$ cat config.mk
export PLATFORM = sky130hd
export DESIGN_NAME = dds_sweep_ctrl
export DESIGN_NICKNAME = d
export VERILOG_FILES = /design/src/rtl/dds_ctrl_pkg.sv /design/src/rtl/dds_dwell_timer.sv /design/src/rtl/dds_sweep_ctrl.sv
export SDC_FILE = /design/constraint.sdc
export NUM_CORES = 1
export LEC_CHECK = 0
export ABC_AREA = 1
export ABC_CLOCK_PERIOD_IN_PS = 4620
export CAP_MARGIN = 10
export CORE_AREA = 2 2 114 116
export DETAILED_ROUTE_END_ITERATION = 10
export DIE_AREA = 0 0 116 118
export PLACE_DENSITY_LB_ADDON = 0.1
export REMOVE_ABC_BUFFERS = 1
export SLEW_MARGIN = 40
export SYNTH_ARGS = -nofsm -noshare
export SYNTH_HDL_FRONTEND = slang
export SYNTH_SLANG_ARGS = --single-unit
export TNS_END_PERCENT = 10
$ cat constraint.sdc
create_clock -name clk -period 4.62 [get_ports clk]
set_input_delay 0.924 -clock clk [delete_from_list [all_inputs] [get_ports clk]]
set_output_delay 0.924 -clock clk [all_outputs]
set_load 0.03 [all_outputs]
$ cat src/rtl/dds_ctrl_pkg.sv
// Shared types and constants for the DDS frequency-sweep controller.
package dds_ctrl_pkg;

    typedef enum logic [2:0] {
        ST_IDLE  = 3'd0,
        ST_LOAD  = 3'd1,
        ST_DWELL = 3'd2,
        ST_STEP  = 3'd3,
        ST_DONE  = 3'd4
    } sweep_state_e;

    localparam logic [1:0] MODE_SINGLE = 2'b00;
    localparam logic [1:0] MODE_SAW    = 2'b01;
    localparam logic [1:0] MODE_TRI    = 2'b10;
    localparam logic [1:0] MODE_HOLD   = 2'b11;

endpackage

$ cat src/rtl/dds_dwell_timer.sv
// Dwell counter: counts timebase ticks and flags the tick that completes a dwell.
module dds_dwell_timer #(
    parameter int DWELL_W = 16
) (
    input  logic               clk,
    input  logic               rst,
    input  logic               clr_i,
    input  logic               tick_i,
    input  logic [DWELL_W-1:0] last_i,
    output logic               tc_o
);

    logic [DWELL_W-1:0] count_q;

    assign tc_o = tick_i && (count_q == last_i);

    always_ff @(posedge clk) begin
        if (rst || clr_i) begin
            count_q <= '0;
        end else if (tick_i) begin
            count_q <= tc_o ? '0 : count_q + 1'b1;
        end
    end

endmodule

$ cat src/rtl/dds_sweep_ctrl.sv
// Frequency-sweep scheduler: steps the DDS FCW between two endpoints with a
// programmable dwell, in single, sawtooth, triangle or hold mode.
module dds_sweep_ctrl
    import dds_ctrl_pkg::*;
#(
    parameter int FCW_W   = 8,
    parameter int DWELL_W = 16
) (
    input  logic               clk,
    input  logic               rst,
    input  logic               tick_en,
    input  logic               start,
    input  logic               stop,
    input  logic [1:0]         mode,
    input  logic [FCW_W-1:0]   fcw_start,
    input  logic [FCW_W-1:0]   fcw_stop,
    input  logic [FCW_W-1:0]   fcw_step,
    input  logic [DWELL_W-1:0] dwell,
    output logic [FCW_W-1:0]   fcw_out,
    output logic               busy,
    output logic               dir,
    output logic               done
);

    sweep_state_e       state_q, state_d;
    logic [FCW_W-1:0]   fcw_q, fcw_d;
    logic [FCW_W-1:0]   legEnd_q, legEnd_d;
    logic               dir_q, dir_d;

    logic [1:0]         mode_q;
    logic [FCW_W-1:0]   startVal_q, stopVal_q, step_q;
    logic [DWELL_W-1:0] dwellLast_q;

    logic               cfgLoad;
    logic               dwellTc;
    logic [FCW_W-1:0]   legEndSwap;

    // Moves cur by stp toward tgt in FCW_W+1 bits so it clamps rather than wraps.
    function automatic logic [FCW_W-1:0] stepToward(
        input logic [FCW_W-1:0] cur,
        input logic [FCW_W-1:0] tgt,
        input logic [FCW_W-1:0] stp,
        input logic             down
    );
        logic [FCW_W:0]   wide;
        logic [FCW_W-1:0] res;
        if (down) begin
            wide = {1'b0, cur} - {1'b0, stp};
            res  = (wide[FCW_W] || (wide[FCW_W-1:0] <= tgt)) ? tgt : wide[FCW_W-1:0];
        end else begin
            wide = {1'b0, cur} + {1'b0, stp};
            res  = (wide >= {1'b0, tgt}) ? tgt : wide[FCW_W-1:0];
        end
        return res;
    endfunction

    assign cfgLoad    = start && !stop;
    assign legEndSwap = (legEnd_q == stopVal_q) ? startVal_q : stopVal_q;

    dds_dwell_timer #(.DWELL_W(DWELL_W)) u_timer (
        .clk    (clk),
        .rst    (rst),
        .clr_i  (state_q != ST_DWELL),
        .tick_i (tick_en && (state_q == ST_DWELL)),
        .last_i (dwellLast_q),
        .tc_o   (dwellTc)
    );

    always_comb begin
        state_d  = state_q;
        fcw_d    = fcw_q;
        dir_d    = dir_q;
        legEnd_d = legEnd_q;
        if (stop) begin
            state_d = ST_IDLE;
        end else if (start) begin
            state_d  = ST_LOAD;
            fcw_d    = fcw_start;
            dir_d    = (fcw_start > fcw_stop);
            legEnd_d = fcw_stop;
        end else begin
            case (state_q)
                ST_LOAD:  state_d = ST_DWELL;
                ST_DWELL: if (dwellTc && (mode_q != MODE_HOLD)) state_d = ST_STEP;
                ST_STEP: begin
                    state_d = ST_DWELL;
                    if (fcw_q == legEnd_q) begin
                        case (mode_q)
                            MODE_SINGLE: state_d = ST_DONE;
                            MODE_SAW:    fcw_d   = startVal_q;
                            MODE_TRI: begin
                                legEnd_d = legEndSwap;
                                dir_d    = !dir_q;
                                fcw_d    = stepToward(fcw_q, legEndSwap, step_q, !dir_q);
                            end
                            default: ;
                        endcase
                    end else begin
                        fcw_d = stepToward(fcw_q, legEnd_q, step_q, dir_q);
                    end
                end
                ST_DONE:  state_d = ST_IDLE;
                default:  state_d = ST_IDLE;
            endcase
        end
    end

    always_ff @(posedge clk) begin
        if (rst) begin
            state_q     <= ST_IDLE;
            fcw_q       <= '0;
            dir_q       <= 1'b0;
            legEnd_q    <= '0;
            mode_q      <= MODE_SINGLE;
            startVal_q  <= '0;
            stopVal_q   <= '0;
            step_q      <= '0;
            dwellLast_q <= '0;
        end else begin
            state_q  <= state_d;
            fcw_q    <= fcw_d;
            dir_q    <= dir_d;
            legEnd_q <= legEnd_d;
            // Zero step and zero dwell both behave as one.
            if (cfgLoad) begin
                mode_q      <= mode;
                startVal_q  <= fcw_start;
                stopVal_q   <= fcw_stop;
                step_q      <= (fcw_step == '0) ? FCW_W'(1) : fcw_step;
                dwellLast_q <= (dwell == '0) ? '0 : dwell - 1'b1;
            end
        end
    end

    assign fcw_out = fcw_q;
    assign dir     = dir_q;
    assign busy    = (state_q == ST_LOAD) || (state_q == ST_DWELL) || (state_q == ST_STEP);
    assign done    = (state_q == ST_DONE);

endmodule

**After elaboration in Yosys (flattened, before gate mapping)**

Cells that the tools add are included.
W data, S select, Z words.

- Register bits: 78
- Input port bits: 47
- Output and inout port bits: 11

- $add $sub $neg: 4
- $lt $le $gt $ge: 5
- Equality and inequality tests: 14
- Mux-type cells: 27
- Bitwise gates (word level): 1
- Reduce and logical (&&, ||, !) cells: 21

Operators with widths:

| cell | count |
|---|---|
| $mux W8 | 15 |
| $mux W16 | 2 |
| $ge A9 B8 Y1 | 2 |
| $add A16 B1 Y16 const B | 1 |
| $eq A16 B16 Y1 | 1 |
| $eq A8 B8 Y1 | 2 |
| $le A8 B8 Y1 | 2 |
| $logic_not A16 Y1 | 1 |
| $pmux W8 S2 | 1 |
| $sub A16 B1 Y16 const B | 1 |
| $add A8 B8 Y9 | 1 |
| $mux W3 | 3 |
| $pmux W3 S3 | 1 |
| $sub A8 B8 Y9 | 1 |
| $gt A8 B8 Y1 | 1 |
| $logic_not A8 Y1 | 1 |
| $eq A3 B2 Y1 const B | 2 |
| $ne A3 B2 Y1 const B | 2 |
| $reduce_bool A2 Y1 | 3 |
| $logic_or A1 B1 Y1 | 5 |
| $mux W1 | 5 |
| $logic_and A1 B1 Y1 | 4 |
| $ne A4 B2 Y1 const B | 1 |
| $reduce_and A4 Y1 | 1 |
| 12 further kinds | 13 |

**Depth between registers and ports, before layout**

- Depth in word-level cells: 10
- Gate-level depth with buffers: 28
- Depth with buffers taken out: 27

**Modules after synthesis**

A second synthesis with hierarchy kept.

- Cells, all modules: 1101
- Area total of the unflattened synthesis: 6985.4 um2

Modules (own cells, without submodules):

| module | times used | cells an instance | area an instance (um2) | seq. area each (um2) |
|---|---|---|---|---|
| dds_sweep_ctrl | 1 | 895 | 5774.3 | 1241.2 |
| dds_dwell_timer | 1 | 206 | 1211.2 | 320.3 |

**Worst setup path after synthesis**

Ideal clock, no wire load.

- Path kind: register to register
- From: reg fcw_q[3] (netlist: fcw_out[3])
- To: reg fcw_q[5] (netlist: fcw_out[5])
- Arrival: 2.944 ns
- Required time: 4.486 ns
- Path slack: 1.542 ns
- Stages on the path, launching flop included: 24
- Buffers on the path: 1
- Cells stage by stage: dfxtp_1 > ha_1 > buf_6 > o21bai_1 > inv_1 > nand2_1 > xor2_1 > ha_1 > nand2_1 > inv_1 > nand2_1 > nand2_1 > nand2_1 > nand3_1 > nand2_1 > nand2_1 > nand2_1 > nand3_1 > nand3_1 > nand2_1 > inv_1 > nand2_1 > nand2_1 > a21oi_1

- Cells in the longest elaborated chain, start to end: 9
- Elaborated cells between the ends (all ways): 21
- Classes of those cells: 2 x add/sub; 4 x order compare; 2 x eq/ne; 10 x mux; 3 x reduce/logical

Ends and longest elaborated chain:

| element | RTL line | source |
|---|---|---|
| from (decl) | dds_sweep_ctrl.sv:26 | `logic [FCW_W-1:0] fcw_q, fcw_d;` |
| from (signal assigned) | dds_sweep_ctrl.sv:121 | `fcw_q <= fcw_d;` |
| $sub A8 B8 Y9 | dds_sweep_ctrl.sv:48 | `wide = {1'b0, cur} - {1'b0, stp};` |
| $le A8 B8 Y1 | dds_sweep_ctrl.sv:49 | `res = (wide[FCW_W] \|\| (wide[FCW_W-1:0] <= tgt)) ? tgt : wide[FCW_W-1:0];` |
| $logic_or A1 B1 Y1 | dds_sweep_ctrl.sv:49 |  |
| $mux W8 | dds_sweep_ctrl.sv:49 |  |
| $mux W8 | dds_sweep_ctrl.sv:47 | `if (down) begin` |
| $pmux W8 S2 | dds_sweep_ctrl.sv:88 | `case (mode_q)` |
| $mux W8 | dds_sweep_ctrl.sv:87 | `if (fcw_q == legEnd_q) begin` |
| $mux W8 | dds_sweep_ctrl.sv:82 | `case (state_q)` |
| $mux W8 | dds_sweep_ctrl.sv:76 | `end else if (start) begin` |

Several ways; a longest one is shown, not always the timed one. The select of a mux whose other input is x is not followed.
A chain may end at the register's enable or synchronous reset.

**Worst setup path after layout**

- From: reg fcw_q[2] (netlist: fcw_out[2])
- To: reg fcw_q[2] (netlist: fcw_out[2])

The elaborated chain is that of the path after synthesis.

==> impl_metrics.py <==
metrics = {
    "floorplanning": {
        "rows": 41,
        "die_x_um": 116,
        "start_util": 0.540,
        "coreArea_sq_um": 12400,
        "dieArea_sq_um": 13700,
        "die_h_um": 118,
        "ios": 58,
    },
    "clock_tree": {
        "cts_tree": "built",
        "cts_resized": 0,
        "path_clk_slew_ns": 0.06,
        "cts_max_path_buffers": 2,
        "numCtsBuffers": 9,
        "cts_hold_buf": 0,
        "clk_latency_ns": 0.34,
        "htreeDepth": 3,
        "cts.sinks": 78,
        "post-cts-setup-buffers": 0,
        "cts_root_buf": "clkbuf_16",
    },
    "detailed_routing": {
        "drtIter0Drc": 653,
        "vias_per_cell": 5.35,
        "drt-total-wl_mm": 19.3,
        "drc": 0,
        "drt_first_pass_iters": 7,
        "vias": 6874,
        "ant_nets": 0,
        "wl_per_cell_um": 15.0,
    },
    "place": {
        "dp_slack_ns": 1.13,
        "gp_congestion": 0.952,
        "placed_cells": 1270,
        "hpwl_mm": 14.9,
        "port_buffers": 57,
    },
    "sta": {
        "finalHoldViolCount": 0,
        "fin_ws_ns": 1.02,
        "period_share": 0.780,
        "max_freq_mhz": 278,
        "max_slew.worst_pin.slew_ns": 0.756,
        "fin_tns_setup_ns": 0,
        "fin_crit_ns": 3.60,
        "drv_slew": 0,
        "skew_ns": 0.00588,
        "slew_headroom": 0.496,
        "finalSetupViolCount": 0,
        "rsz0062_at_grt": "false",
    },
    "global_routing": {
        "antenna_found_initial": 0,
        "grt_max_degree": 37,
        "first_global_vias": 6207,
        "grt_usage": 0.293,
        "grt_pass1_wl_mm": 31.4,
        "overflow": 0,
    },
    "cells_and_area": {
        "fin_util": 0.615,
        "fin_cells": 1285,
        "fin_nets": 1216,
        "drive_gt1_frac": 0.0611,
        "antennaDiodeCount": 0,
        "area_growth_pct": 13.9,
    },
    "outcome": {
        "status": "finished, final reports clean",
    },
    "setup_path": {
        "worstSetupPathType": "register to register",
        "startpoint_type": "register",
        "slowest_stage": "ha_1",
        "slowest_delay_ns": 0.45,
        "end_kind": "register",
        "cp_max_fo": 9,
        "r2r_cells": 22,
        "r2r_end": "fcw_out[2]",
        "worstPathRequired_ns": 4.90,
        "arrival_ns": 3.88,
        "rr_startpoint": "fcw_out[2]",
        "cpMostUsedCell": "nand2_1",
        "cp_cell_sequence": "ha_1, nor2_1, nand2_1, nand3_1, xor2_1, inv_1, ha_1, nand2_1, inv_1, nand2_1, nand3_1, nand2_1, nand2_1, nand2_1, nand3_2, nand2_1, nand3_1, nand3_1, nand2_1, nand2_1, nand2_1, a21oi_1",
        "setup.worst_path.start": "fcw_out[2]",
        "r2r_slack_ns": 1.02,
    },
    "worst_hold_path": {
        "hold_start": "dwellLast_q[8]",
        "worst_hold_path_type": "register to register",
        "hold_depth": 2,
        "hold_end": "dwellLast_q[8]",
    },
    "yosys": {
        "synth_seq_area_share": 0.233,
        "synth_cell_types": 49,
        "synth_area_sq_um": 6700,
        "synthTopCellsByCount": "nand2_1, inv_1, nor2_1",
        "synth_top_area_frac": 0.233,
        "synth_edf_count": 0,
        "yosys.area.top_type": "dfxtp_1",
        "synth_most_common_cell": "nand2_1",
        "ys_async_sr_fraction": 0,
        "synth_warnings": 0,
        "avgSynthCellArea_sq_um": 6.30,
        "netlist_instances": 1064,
        "ys_ff_latch": 78,
        "synth_ff_type": "dfxtp_1",
        "yosys-top-cells-area": "dfxtp_1, nand2_1, ha_1",
    },
    "pwr": {
        "ir_drop_uv": 243,
        "cellLeakagePower_uw": 0.00356,
        "p_per_area_nw_per_um2": 325,
        "power_uw": 2480,
    },
    "job": {
        "drv_cap": 0,
    },
}
-- cell families after synthesis --
kind of cell,count (synthesis),synth area share
AND/OR/NAND/NOR,555,0.370
buffers and inverters,176,0.104
AO/OA/AOI/OAI,159,0.132
flip-flops,78,0.233
adder cells (fa/ha/maj),60,0.114
XOR/XNOR,36,0.0471
-- per-stage QoR --
stage          hold slack [ns]  area [sq um]
6_report                 0.477          7630
5_1_grt                  0.494          7630
4_1_cts                  0.479          7630
3_5_place_dp             0.470          7380
3_3_place_gp             0.464          7380
2_1_floorplan            0.448          6560
-- critical path: cells and delay by family, from the launching register on --
kind            cells  cell delay, ns
flops               1            0.35
fa+ha+maj           2            0.75
xor+xnor            1            0.32
simple gates       16            1.78
compound gates      1            0.11
buf+inv             2            0.21
-- power by group --
group | total (uW) | internal [uW] | switching [uW]
combinational | 1090 | 382 | 712
sequential | 753 | 707 | 45.5
clock | 634 | 360 | 274
total | 2480 | 1450 | 1030
-- state kept, by name, summed over array words and instances, names as in the netlist --
signal,cells
dir,1
dwellLast_q,16
fcw_out,8
legEnd_q,8
mode_q,2
startVal_q,8
state_q,3
step_q,8
stopVal_q,8
u_timer.count_q,16
-- placed cells by master, fill, tap and decap left out, types with 4 or more instances in the layout --
cell type,count
a21oi_1,83
buf_4,5
clkbuf_1,4
clkbuf_16,9
clkdlybuf4s50_1,57
dfxtp_1,78
ha_1,58
inv_1,133
inv_2,12
nand2_1,284
nand2_2,5
nand3_1,97
nand3b_1,4
nand4_1,20
nor2_1,98
nor2_2,7
nor3_1,12
nor4_1,4
o21ai_0,52
o21ai_2,5
xnor2_1,23
xor2_1,13
-- worst max path at each step --
stage                 end  slack [ns]  depth (start not counted)
4_1_cts        fcw_out[2]        1.10                         21
5_1_grt        fcw_out[0]        0.68                         21
3_5_place_dp   fcw_out[2]        1.13                         22
2_1_floorplan  fcw_out[0]        1.56                         22
3_3_place_gp   fcw_out[2]        1.16                         22
6_report       fcw_out[2]        1.02                         22
-- layer usage --
| metal | wire length, um | share of wire | track usage | vias to the layer above |
|---|---|---|---|---|
| li1 | - | - | - | 3527 |
| met1 | 8790 | 0.46 | 0.398 | 3064 |
| met2 | 8600 | 0.45 | 0.462 | 241 |
| met3 | 1300 | 0.067 | 0.0479 | 42 |
| met4 | 623 | 0.032 | 0.113 | 0 |
| met5 | 0 | 0 | 0 | - |
-- layout make-up --
class / instances / area, sq um
clock buffers: 13 / 240
clock inverters: 2 / 10.0
fillers: 1261 / 4780
inverters: 148 / 556
multi-input cells: 810 / 4440
flip-flops and latches: 78 / 1560
well taps: 172 / 215
repair buffers: 62 / 608
Power figures use the tool's default switching activity.
